===== src/rtl/fb_pkg.sv =====
// Shared framebuffer geometry, FIFO entry layout and responder FSM state encoding.
// Latency: n/a (types, constants and one pure address helper).
// Backpressure: n/a. The CLEAR state exists only when FB_PLOT_CLEAR_EN is defined.
package fb_pkg;

  localparam int H_RES      = 320;
  localparam int V_RES      = 240;
  localparam int COLOUR_W   = 3;
  localparam int ADDR_W     = 17;
  localparam int FIFO_DEPTH = 4;
  localparam int X_W        = 10;
  localparam int Y_W        = 9;

  typedef logic [COLOUR_W-1:0] colour_t;
  typedef logic [ADDR_W-1:0]   addr_t;

  // One queued pixel: linear address plus colour.
  typedef struct packed {
    addr_t   addr;
    colour_t colour;
  } fb_entry_t;

  typedef enum logic [1:0] {
    IDLE,
    WRITE,
    STALL
`ifdef FB_PLOT_CLEAR_EN
    , CLEAR
`endif
  } fb_state_t;

  // Row-major linear address; the caller guarantees x/y are in range.
  function automatic addr_t pix_addr(input logic [X_W-1:0] x, input logic [Y_W-1:0] y);
    return addr_t'(y) * addr_t'(H_RES) + addr_t'(x);
  endfunction

endpackage


===== src/rtl/fb_plot_responder_if.sv =====
// Plot request handshake plus framebuffer write port, bundled as one interface.
// Latency: n/a (wiring only).
// Backpressure: plot_ready from the responder stalls drawers; mem_grant stalls the responder.
interface fb_plot_responder_if;
  import fb_pkg::*;

  logic             plot_valid;
  logic             plot_ready;
  logic [X_W-1:0]   plot_x;
  logic [Y_W-1:0]   plot_y;
  colour_t          plot_colour;
  logic             mem_grant;
  logic             mem_we;
  addr_t            mem_addr;
  colour_t          mem_wdata;

  modport slave (
    input  plot_valid, plot_x, plot_y, plot_colour, mem_grant,
    output plot_ready, mem_we, mem_addr, mem_wdata
  );

  modport master (
    output plot_valid, plot_x, plot_y, plot_colour, mem_grant,
    input  plot_ready, mem_we, mem_addr, mem_wdata
  );

endinterface


===== src/rtl/fb_plot_fifo.sv =====
// Small synchronous FIFO holding queued pixel writes (DEPTH must be a power of two).
// Latency: a pushed entry is visible on pop_dat the cycle after the push edge.
// Backpressure: pushes while full and pops while empty are ignored; callers gate on full/empty.
module fb_plot_fifo #(
  parameter int WIDTH = 20,
  parameter int DEPTH = 4
) (
  input  logic             clock,
  input  logic             reset,
  input  logic             push,
  input  logic [WIDTH-1:0] push_dat,
  input  logic             pop,
  output logic [WIDTH-1:0] pop_dat,
  output logic             full,
  output logic             empty
);

  localparam int AW = $clog2(DEPTH);

  logic [WIDTH-1:0] store [DEPTH];
  logic [AW-1:0]    wr_ptr;
  logic [AW-1:0]    rd_ptr;
  logic [AW:0]      count;
  logic             do_push;
  logic             do_pop;

  assign do_push = push && !full;
  assign do_pop  = pop && !empty;
  assign full    = (count == (AW+1)'(DEPTH));
  assign empty   = (count == '0);
  assign pop_dat = store[rd_ptr];

  // Storage array; no reset needed since count gates every read.
  always_ff @(posedge clock) begin
    if (do_push) store[wr_ptr] <= push_dat;
  end

  // Pointers and occupancy; pointers wrap naturally at the power-of-two depth.
  always_ff @(posedge clock) begin
    if (reset) begin
      wr_ptr <= '0;
      rd_ptr <= '0;
      count  <= '0;
    end else begin
      if (do_push) wr_ptr <= wr_ptr + AW'(1);
      if (do_pop)  rd_ptr <= rd_ptr + AW'(1);
      count <= count + {{AW{1'b0}}, do_push} - {{AW{1'b0}}, do_pop};
    end
  end

endmodule


===== src/rtl/fb_plot_responder.sv =====
// Clips plot requests, queues {addr,colour} and drains them as single-cycle framebuffer writes.
// Latency: request accepted at edge N gives mem_we high after edge N+1 when granted; one write/cycle.
// Backpressure: plot_ready drops when the queue is full (or while clearing); mem_grant=0 holds writes.
// Optional FB_PLOT_CLEAR_EN adds a full-screen clear engine (clear_start/clear_colour/clear_done).
module fb_plot_responder
  import fb_pkg::*;
(
  input  logic                clock,
  input  logic                reset,
  fb_plot_responder_if.slave  bus,
`ifdef FB_PLOT_CLEAR_EN
  input  logic                clear_start,
  input  colour_t             clear_colour,
  output logic                clear_done,
`endif
  output logic [15:0]         clip_count,
  output logic                busy
);

  localparam addr_t LAST_ADDR = addr_t'(H_RES * V_RES - 1);

  fb_state_t state;
  fb_entry_t push_entry;
  fb_entry_t head;
  logic      fifo_full;
  logic      fifo_empty;
  logic      accept;
  logic      in_range;
  logic      push;
  logic      pop;
  logic      mem_we_q;
  addr_t     mem_addr_q;
  colour_t   mem_wdata_q;
`ifdef FB_PLOT_CLEAR_EN
  addr_t     clr_addr;
  logic      clr_fin;
  logic      clr_pend;
`endif

  // Ready depends on registered state only, never on plot_valid.
`ifdef FB_PLOT_CLEAR_EN
  assign bus.plot_ready = !fifo_full && (state != CLEAR);
`else
  assign bus.plot_ready = !fifo_full;
`endif

  assign accept   = bus.plot_valid && bus.plot_ready;
  assign in_range = (bus.plot_x < X_W'(H_RES)) && (bus.plot_y < Y_W'(V_RES));
  assign push     = accept && in_range;

  assign push_entry.addr   = pix_addr(bus.plot_x, bus.plot_y);
  assign push_entry.colour = bus.plot_colour;

  // Drain whenever granted; the clear engine owns the port while it runs.
`ifdef FB_PLOT_CLEAR_EN
  assign pop = !fifo_empty && bus.mem_grant && (state != CLEAR);
`else
  assign pop = !fifo_empty && bus.mem_grant;
`endif

  assign bus.mem_we    = mem_we_q;
  assign bus.mem_addr  = mem_addr_q;
  assign bus.mem_wdata = mem_wdata_q;
  assign busy          = !fifo_empty || mem_we_q || (state != IDLE);

  fb_plot_fifo #(
    .WIDTH ($bits(fb_entry_t)),
    .DEPTH (FIFO_DEPTH)
  ) u_fifo (
    .clock    (clock),
    .reset    (reset),
    .push     (push),
    .push_dat (push_entry),
    .pop      (pop),
    .pop_dat  (head),
    .full     (fifo_full),
    .empty    (fifo_empty)
  );

  // Write-port FSM: registers one write strobe per popped entry (or clear address).
  always_ff @(posedge clock) begin
    if (reset) begin
      state       <= IDLE;
      mem_we_q    <= 1'b0;
      mem_addr_q  <= '0;
      mem_wdata_q <= '0;
`ifdef FB_PLOT_CLEAR_EN
      clr_addr    <= '0;
      clr_fin     <= 1'b0;
      clr_pend    <= 1'b0;
      clear_done  <= 1'b0;
`endif
    end else begin
      mem_we_q <= pop;
      if (pop) begin
        mem_addr_q  <= head.addr;
        mem_wdata_q <= head.colour;
      end
`ifdef FB_PLOT_CLEAR_EN
      clear_done <= 1'b0;
      // A clear request arriving mid-drain waits until the queue is empty.
      if (clear_start && state != CLEAR) clr_pend <= 1'b1;
`endif
      case (state)
        IDLE: begin
          if (!fifo_empty) begin
            state <= WRITE;
`ifdef FB_PLOT_CLEAR_EN
          end else if (clr_pend || clear_start) begin
            state    <= CLEAR;
            clr_pend <= 1'b0;
            clr_addr <= '0;
            clr_fin  <= 1'b0;
`endif
          end
        end
        WRITE: begin
          if (fifo_empty)          state <= IDLE;
          else if (!bus.mem_grant) state <= STALL;
        end
        STALL: begin
          if (fifo_empty)         state <= IDLE;
          else if (bus.mem_grant) state <= WRITE;
        end
`ifdef FB_PLOT_CLEAR_EN
        CLEAR: begin
          if (clr_fin) begin
            clear_done <= 1'b1;
            clr_fin    <= 1'b0;
            state      <= IDLE;
          end else if (bus.mem_grant) begin
            mem_we_q    <= 1'b1;
            mem_addr_q  <= clr_addr;
            mem_wdata_q <= clear_colour;
            if (clr_addr == LAST_ADDR) clr_fin  <= 1'b1;
            else                       clr_addr <= clr_addr + addr_t'(1);
          end
        end
`endif
        default: state <= IDLE;
      endcase
    end
  end

  // Saturating count of accepted requests that fell outside the screen.
  always_ff @(posedge clock) begin
    if (reset) begin
      clip_count <= '0;
    end else if (accept && !in_range && clip_count != 16'hFFFF) begin
      clip_count <= clip_count + 16'd1;
    end
  end

endmodule


===== src/flat_wrapper.sv =====
// flat-port wrapper written by rule: the top's interface ports become plain ports
module fb_plot_responder_flat import fb_pkg::*;
  (clock, reset, clip_count, busy, bus_plot_valid, bus_plot_x, bus_plot_y, bus_plot_colour, bus_mem_grant, bus_plot_ready, bus_mem_we, bus_mem_addr, bus_mem_wdata);
  fb_plot_responder_if bus_i ();
  input  logic clock;
  input  logic reset;
  output logic [15:0] clip_count;
  output logic busy;
  input wire logic [$bits(bus_i.plot_valid)-1:0] bus_plot_valid;
  input wire logic [$bits(bus_i.plot_x)-1:0] bus_plot_x;
  input wire logic [$bits(bus_i.plot_y)-1:0] bus_plot_y;
  input wire logic [$bits(bus_i.plot_colour)-1:0] bus_plot_colour;
  input wire logic [$bits(bus_i.mem_grant)-1:0] bus_mem_grant;
  output wire logic [$bits(bus_i.plot_ready)-1:0] bus_plot_ready;
  output wire logic [$bits(bus_i.mem_we)-1:0] bus_mem_we;
  output wire logic [$bits(bus_i.mem_addr)-1:0] bus_mem_addr;
  output wire logic [$bits(bus_i.mem_wdata)-1:0] bus_mem_wdata;
  assign bus_i.plot_valid = bus_plot_valid;
  assign bus_i.plot_x = bus_plot_x;
  assign bus_i.plot_y = bus_plot_y;
  assign bus_i.plot_colour = bus_plot_colour;
  assign bus_i.mem_grant = bus_mem_grant;
  assign bus_plot_ready = bus_i.plot_ready;
  assign bus_mem_we = bus_i.mem_we;
  assign bus_mem_addr = bus_i.mem_addr;
  assign bus_mem_wdata = bus_i.mem_wdata;
  fb_plot_responder u_core (.clock(clock), .reset(reset), .bus(bus_i), .clip_count(clip_count), .busy(busy));
endmodule

===== config.mk =====
export PLATFORM = sky130hd
export DESIGN_NAME = fb_plot_responder_flat
export DESIGN_NICKNAME = d
export VERILOG_FILES = /design/src/rtl/fb_pkg.sv /design/src/rtl/fb_plot_responder_if.sv /design/src/rtl/fb_plot_fifo.sv /design/src/rtl/fb_plot_responder.sv /design/src/flat_wrapper.sv
export SDC_FILE = /design/constraint.sdc
export NUM_CORES = 1
export LEC_CHECK = 0
export ABC_CLOCK_PERIOD_IN_PS = 2600
export BUFFER_PORTS_ARGS = -buffer_cell sky130_fd_sc_hd__clkbuf_2
export CORE_MARGIN = 2
export CORE_UTILIZATION = 40
export DETAILED_ROUTE_END_ITERATION = 12
export PLACE_DENSITY_LB_ADDON = 0.08
export SYNTH_ARGS = -nofsm -noshare
export SYNTH_HDL_FRONTEND = slang
export SYNTH_SLANG_ARGS = --single-unit

===== constraint.sdc =====
create_clock -name clock -period 2.6 [get_ports clock]
set_input_delay 0.39 -clock clock [delete_from_list [all_inputs] [get_ports clock]]
set_output_delay 0.39 -clock clock [all_outputs]
set_load 0.01 [all_outputs]

# Word level (Yosys, flattened, before mapping)
# Memory sizes are Yosys's and may differ from the RTL's. A register that Yosys moved wholly into a read port is not among the register bits.
# Index checks and enable logic that the tools add are counted.
[word_totals] elab_cells=48 register_bits=26 input_bits=26 ram_bits=80 output_inout_bits=39 n_memories=1
[mem_list] name="u_core.u_fifo.store" words=4 width=20 rd=1 rd_clocked_by_memory_dff=1 write_ports=1 line="fb_plot_fifo.sv:20" text="logic [WIDTH-1:0] store [DEPTH];"
[op_classes] n_reduce_logical=17 add_sub_neg=6 n_mul=1 n_eq_ne=7 mux=8 magnitude_cmp=2
[op_table] operator="$add A17 B10 Y17" count=1
[op_table] operator="$add A16 B1 Y16 const B" count=1
[op_table] operator="$ne A16 B16 Y1 const B" count=1
[op_table] operator="$mul A9 B3 Y11 const B" count=1
[op_table] operator="$lt A10 B9 Y1 const B" count=1
[op_table] operator="$mux W2" count=5
[op_table] operator="$lt A9 B8 Y1 const B" count=1
[op_table] operator="$logic_and A1 B1 Y1" count=8
[op_table] operator="$ne A3 B2 Y1 const B" count=2
[op_table] operator="$pmux W2 S3" count=1
[op_table] operator="$add A2 B1 Y2 const B" count=2
[op_table] operator="$add A3 B1 Y3" count=1
[op_table] operator="$eq A3 B3 Y1 const B" count=1
[op_table] operator="$logic_not A1 Y1" count=3
[op_table] operator="$logic_not A3 Y1" count=1
[op_table] operator="$reduce_and A3 Y1" count=1
[op_table] operator="$sub A3 B1 Y3" count=1
[op_table] operator="$eq A2 B1 Y1 const B" count=1
[op_table] operator="$eq A2 B2 Y1 const B" count=1
[op_table] operator="$logic_not A2 Y1" count=1
[op_table] operator="$logic_or A1 B1 Y1" count=2
[op_table] operator="$mux W1" count=2
[op_table] operator="$ne A2 B2 Y1 const B" count=1
[op_table] operator="$reduce_bool A2 Y1" count=1

# Depth between registers and ports, before layout
[depth] ltp_word=7 ltp_mapped=12 ltp_nobuf=12

# Modules after synthesis
# Synthesis repeated with hierarchy kept, for this count alone.
[hier_totals] hier_cells=415 area_unflattened_um2=5559.1
[by_module_without_submodules] module="fb_plot_fifo" seq_area_each_um2=2582.5 area_per_inst_um2=3360.7 instances=1 cells_per_inst=155
[by_module_without_submodules] module="fb_plot_responder" seq_area_each_um2=780.7 area_per_inst_um2=2198.4 instances=1 cells_per_inst=260

# Worst setup path before layout
# OpenSTA, ideal clock, no wires.
[synth_timing] path_kind="input-to-reg" from="in bus_plot_y[1]" to="mem u_core.u_fifo.store[0][19] (data pin)" required_ps=2321 path_stages=8 setup_time_ps=279 n_path_buf=0 t_arrival_ps=2453 path_slack_ps=-131 path_cell_list="ha_1 -> ha_1 -> fa_1 -> a211oi_1 -> or2_2 -> nand4_1 -> nor4_2 -> xor3_1"
[synth_rtl] element="start: declaration" line="flat_wrapper.sv:11" text="input wire logic [$bits(bus_i.plot_y)-1:0] bus_plot_y;"
[synth_rtl] element="end: declaration" line="fb_plot_fifo.sv:20"

==> out/metrics.cfg <==
[worst_setup_path]
start_kind=primary input
path_max_fanout=4
setup.worst_path.class=in2reg
cp.required_ps=2740
cp_data_arrival_time_ps=2450
end_kind=register

[placed_design]
gp_congestion=0.741
hpwl_mm=7.33
io_buffers=64
placed_cells=693
placed_cell_area_um2=6460

[die]
dieArea_um2=14900
fp.dieW_um=122
start_util_pct=40.5
die_height_um=122
num_rows=43
io_pins=65
core_um2=13700

[clock_tree]
cts-resized-gates=0
htree_levels=4
cts-root-buf=clkbuf_16
cts.sinks=126
post_cts.repair.setup_buffers=0
cts_buffers=17
cts_tree=done
cts.clk_slew.worst_paths_ps=60
clock_latency_ps=410
cts-hold-fix-buffers=0
cts.path.max_buffers=2

[layout]
drive_above_1_share_pct=32.3
multi_input_area_um2=2180
num_antenna_cells=0
seq_area_um2=3320
fin_nets=586
areaGrowthSynthToFinish_pct=27.7
finalNonFillerCells=725
fillers=1214
final_area_um2=7100
post-route-util_pct=51.7

[synth]
async_flop_share_pct=0
synth.avg_cell_area_um2=13.2
syn_inst=420
seq_area_frac_synth_pct=59.8
synth.ff_latch_count=126
syn_area_um2=5560
yosys_warnings=0
yosysTopAreaCell=edfxtp_1
yosys.cell_types.count=52
synth_ff_type=edfxtp_1
syn_nets=474
synth.area.top_cells=edfxtp_1 (43%), dfxtp_1 (17%), mux4_2 (8.1%)
synth_edf_count=80
synth_top_area_share_pct=43.2

[timing]
maxSlewHeadroom_pct=31.7
hold_violations=0
tightest_slew_ps=1020
grt_setup_unrepaired=false
min_period_over_period_pct=89.1
fmax_mhz=431
drv_slew=0
fin_crit_ps=2320
fin_worst_skew_ps=9.15
setup_viol=0

[detailed_routing]
vias=3619
totalWireLength_mm=11.1
wl_per_cell_um=15.3
vias_per_cell=4.99
drt-initial-drc-count=201
ant_nets=0
detail_route.drc_violations=0
drtPass1Iterations=4

[power]
vdd_drop_max_mv=0.544
power_uw=6290
power.density_nw_per_um2=886
total_leakage_power_uw=0.00269

[global_route]
grt_pass1_vias=3630
grt_overflow_total=0
grt_max_degree=47
grt_pass1_wl_mm=18.3
grtUsageTotal_pct=16.4
antenna_found_initial=0

[run]
drv_cap=0

[hold_path]
worstHoldPathType=in2reg

[status]
status=finished, final reports clean

[synth_stat cells (all sizes together) (2+ instances only)]
| library cell | count |
|---|---|
| nor4 | 3 |
| fa | 3 |
| a21o | 5 |
| inv | 15 |
| nor4b | 2 |
| and2 | 7 |
| nand3 | 5 |
| nor2b | 2 |
| clkbuf | 10 |
| nor2 | 27 |
| and3 | 2 |
| or3 | 2 |
| a211oi | 2 |
| o21bai | 2 |
| xnor2 | 11 |
| a311oi | 2 |
| nand2b | 3 |
| nand2 | 49 |
| buf | 6 |
| or2 | 2 |
| nor3 | 10 |
| or4 | 2 |
| edfxtp | 80 |
| a21oi | 24 |
| o21ai | 8 |
| dfxtp | 46 |
| ha | 25 |
| nand4 | 6 |
| o211ai | 8 |
| mux2i | 2 |
| mux4 | 20 |
| o2111ai | 2 |
| xor2 | 16 |
[worst max-delay path, cell delays in order]
cell and delay, ps:
clkbuf_2 110, ha_4 240, ha_4 160, fa_2 370
a211oi_2 270, or2_4 180, nand4_1 110, nor4_2 310
xor3_1 310
[power breakdown]
part	total (uW)	leakage [uW]	switching [uW]	internal, uW
Clock	2450	0.000314	831	1620
Combinational	1410	0.00128	726	688
Sequential	2430	0.00109	104	2330
Total	6290	0.00269	1660	4630
[cell families (layout without fill, tap and decap cells)]
group                    after synthesis  after routing  share of synthesized area, %
multiplexers                          22             22                          8.46
buffers and inverters                 31            156                          2.32
flip-flops                           126            126                          59.8
AO/OA/AOI/OAI                         57             57                          6.64
adder cells (fa/ha/maj)               29             29                          6.89
XOR/XNOR                              28             28                          4.68
AND/OR/NAND/NOR                      127            127                          11.2
[path summary, 6_finish.rpt]
| path | cells past startpoint | end | start | slack (ps) |
|---|---|---|---|---|
| worst max-delay path | 9 | u_core.u_fifo.store[0][19] | bus_plot_y[1] | 280 |
| worst min-delay path | 2 | u_core.state[1] | bus_mem_grant | 180 |
| worst max register to register | 6 | u_core.clip_count[13] | u_core.clip_count[0] | 290 |
| worst min register to register | 2 | u_core.bus.mem_addr[11] | u_core.bus.mem_addr[11] | 460 |
[metal layers]
layer  share of wire, %  GRT usage [%]  up-vias
met3                3.4           4.40       11
met4                1.2           5.68        0
li1                   -              -     1774
met2                 49           26.4       68
met5                  0              0        -
met1                 46           21.4     1766
[registers in the layout, indices dropped and copies added (netlist names), 2 cells and up]
name / count
u_core.bus.mem_wdata: 3
u_core.u_fifo.store: 80
u_core.u_fifo.rd_ptr: 2
u_core.u_fifo.wr_ptr: 2
u_core.u_fifo.count: 3
u_core.bus.mem_addr: 17
u_core.state: 2
u_core.clip_count: 16
[through the flow]
stage	setup WS, ps	setup TNS, ps	hold WS (ps)
detailed placement	-295	-1490	450
global route	151	0	186
CTS	119	0	167
finish	282	0	184
global placement	-298	-1380	441
floorplan	-11.3	-45.1	466
[cell type report]
class,count,share of cell area [%]
inverter,15,0.793
sequential,126,46.8
timing repair buffer,109,9.45
clock buffer,28,8.65
multi-input combinational,263,30.7
clock inverter,4,0.388
tap,180,3.17
[layout by cell type, fill, tap and decap left out, types with 5 or more instances in the layout]
cell type and instances:
dfxtp_1 46, xnor2_1 11, clkbuf_16 23, a21oi_1 24
xor2_1 16, mux4_2 20, o211ai_1 8, nand3_1 5
inv_1 15, nand4_1 5, o21ai_0 5, nor3_1 10
buf_4 44, and2_1 7, ha_1 19, edfxtp_1 80
clkbuf_2 64, ha_4 5, a21o_1 5, nor2_1 27
nand2_1 49
Power figures use the tool's default switching activity.
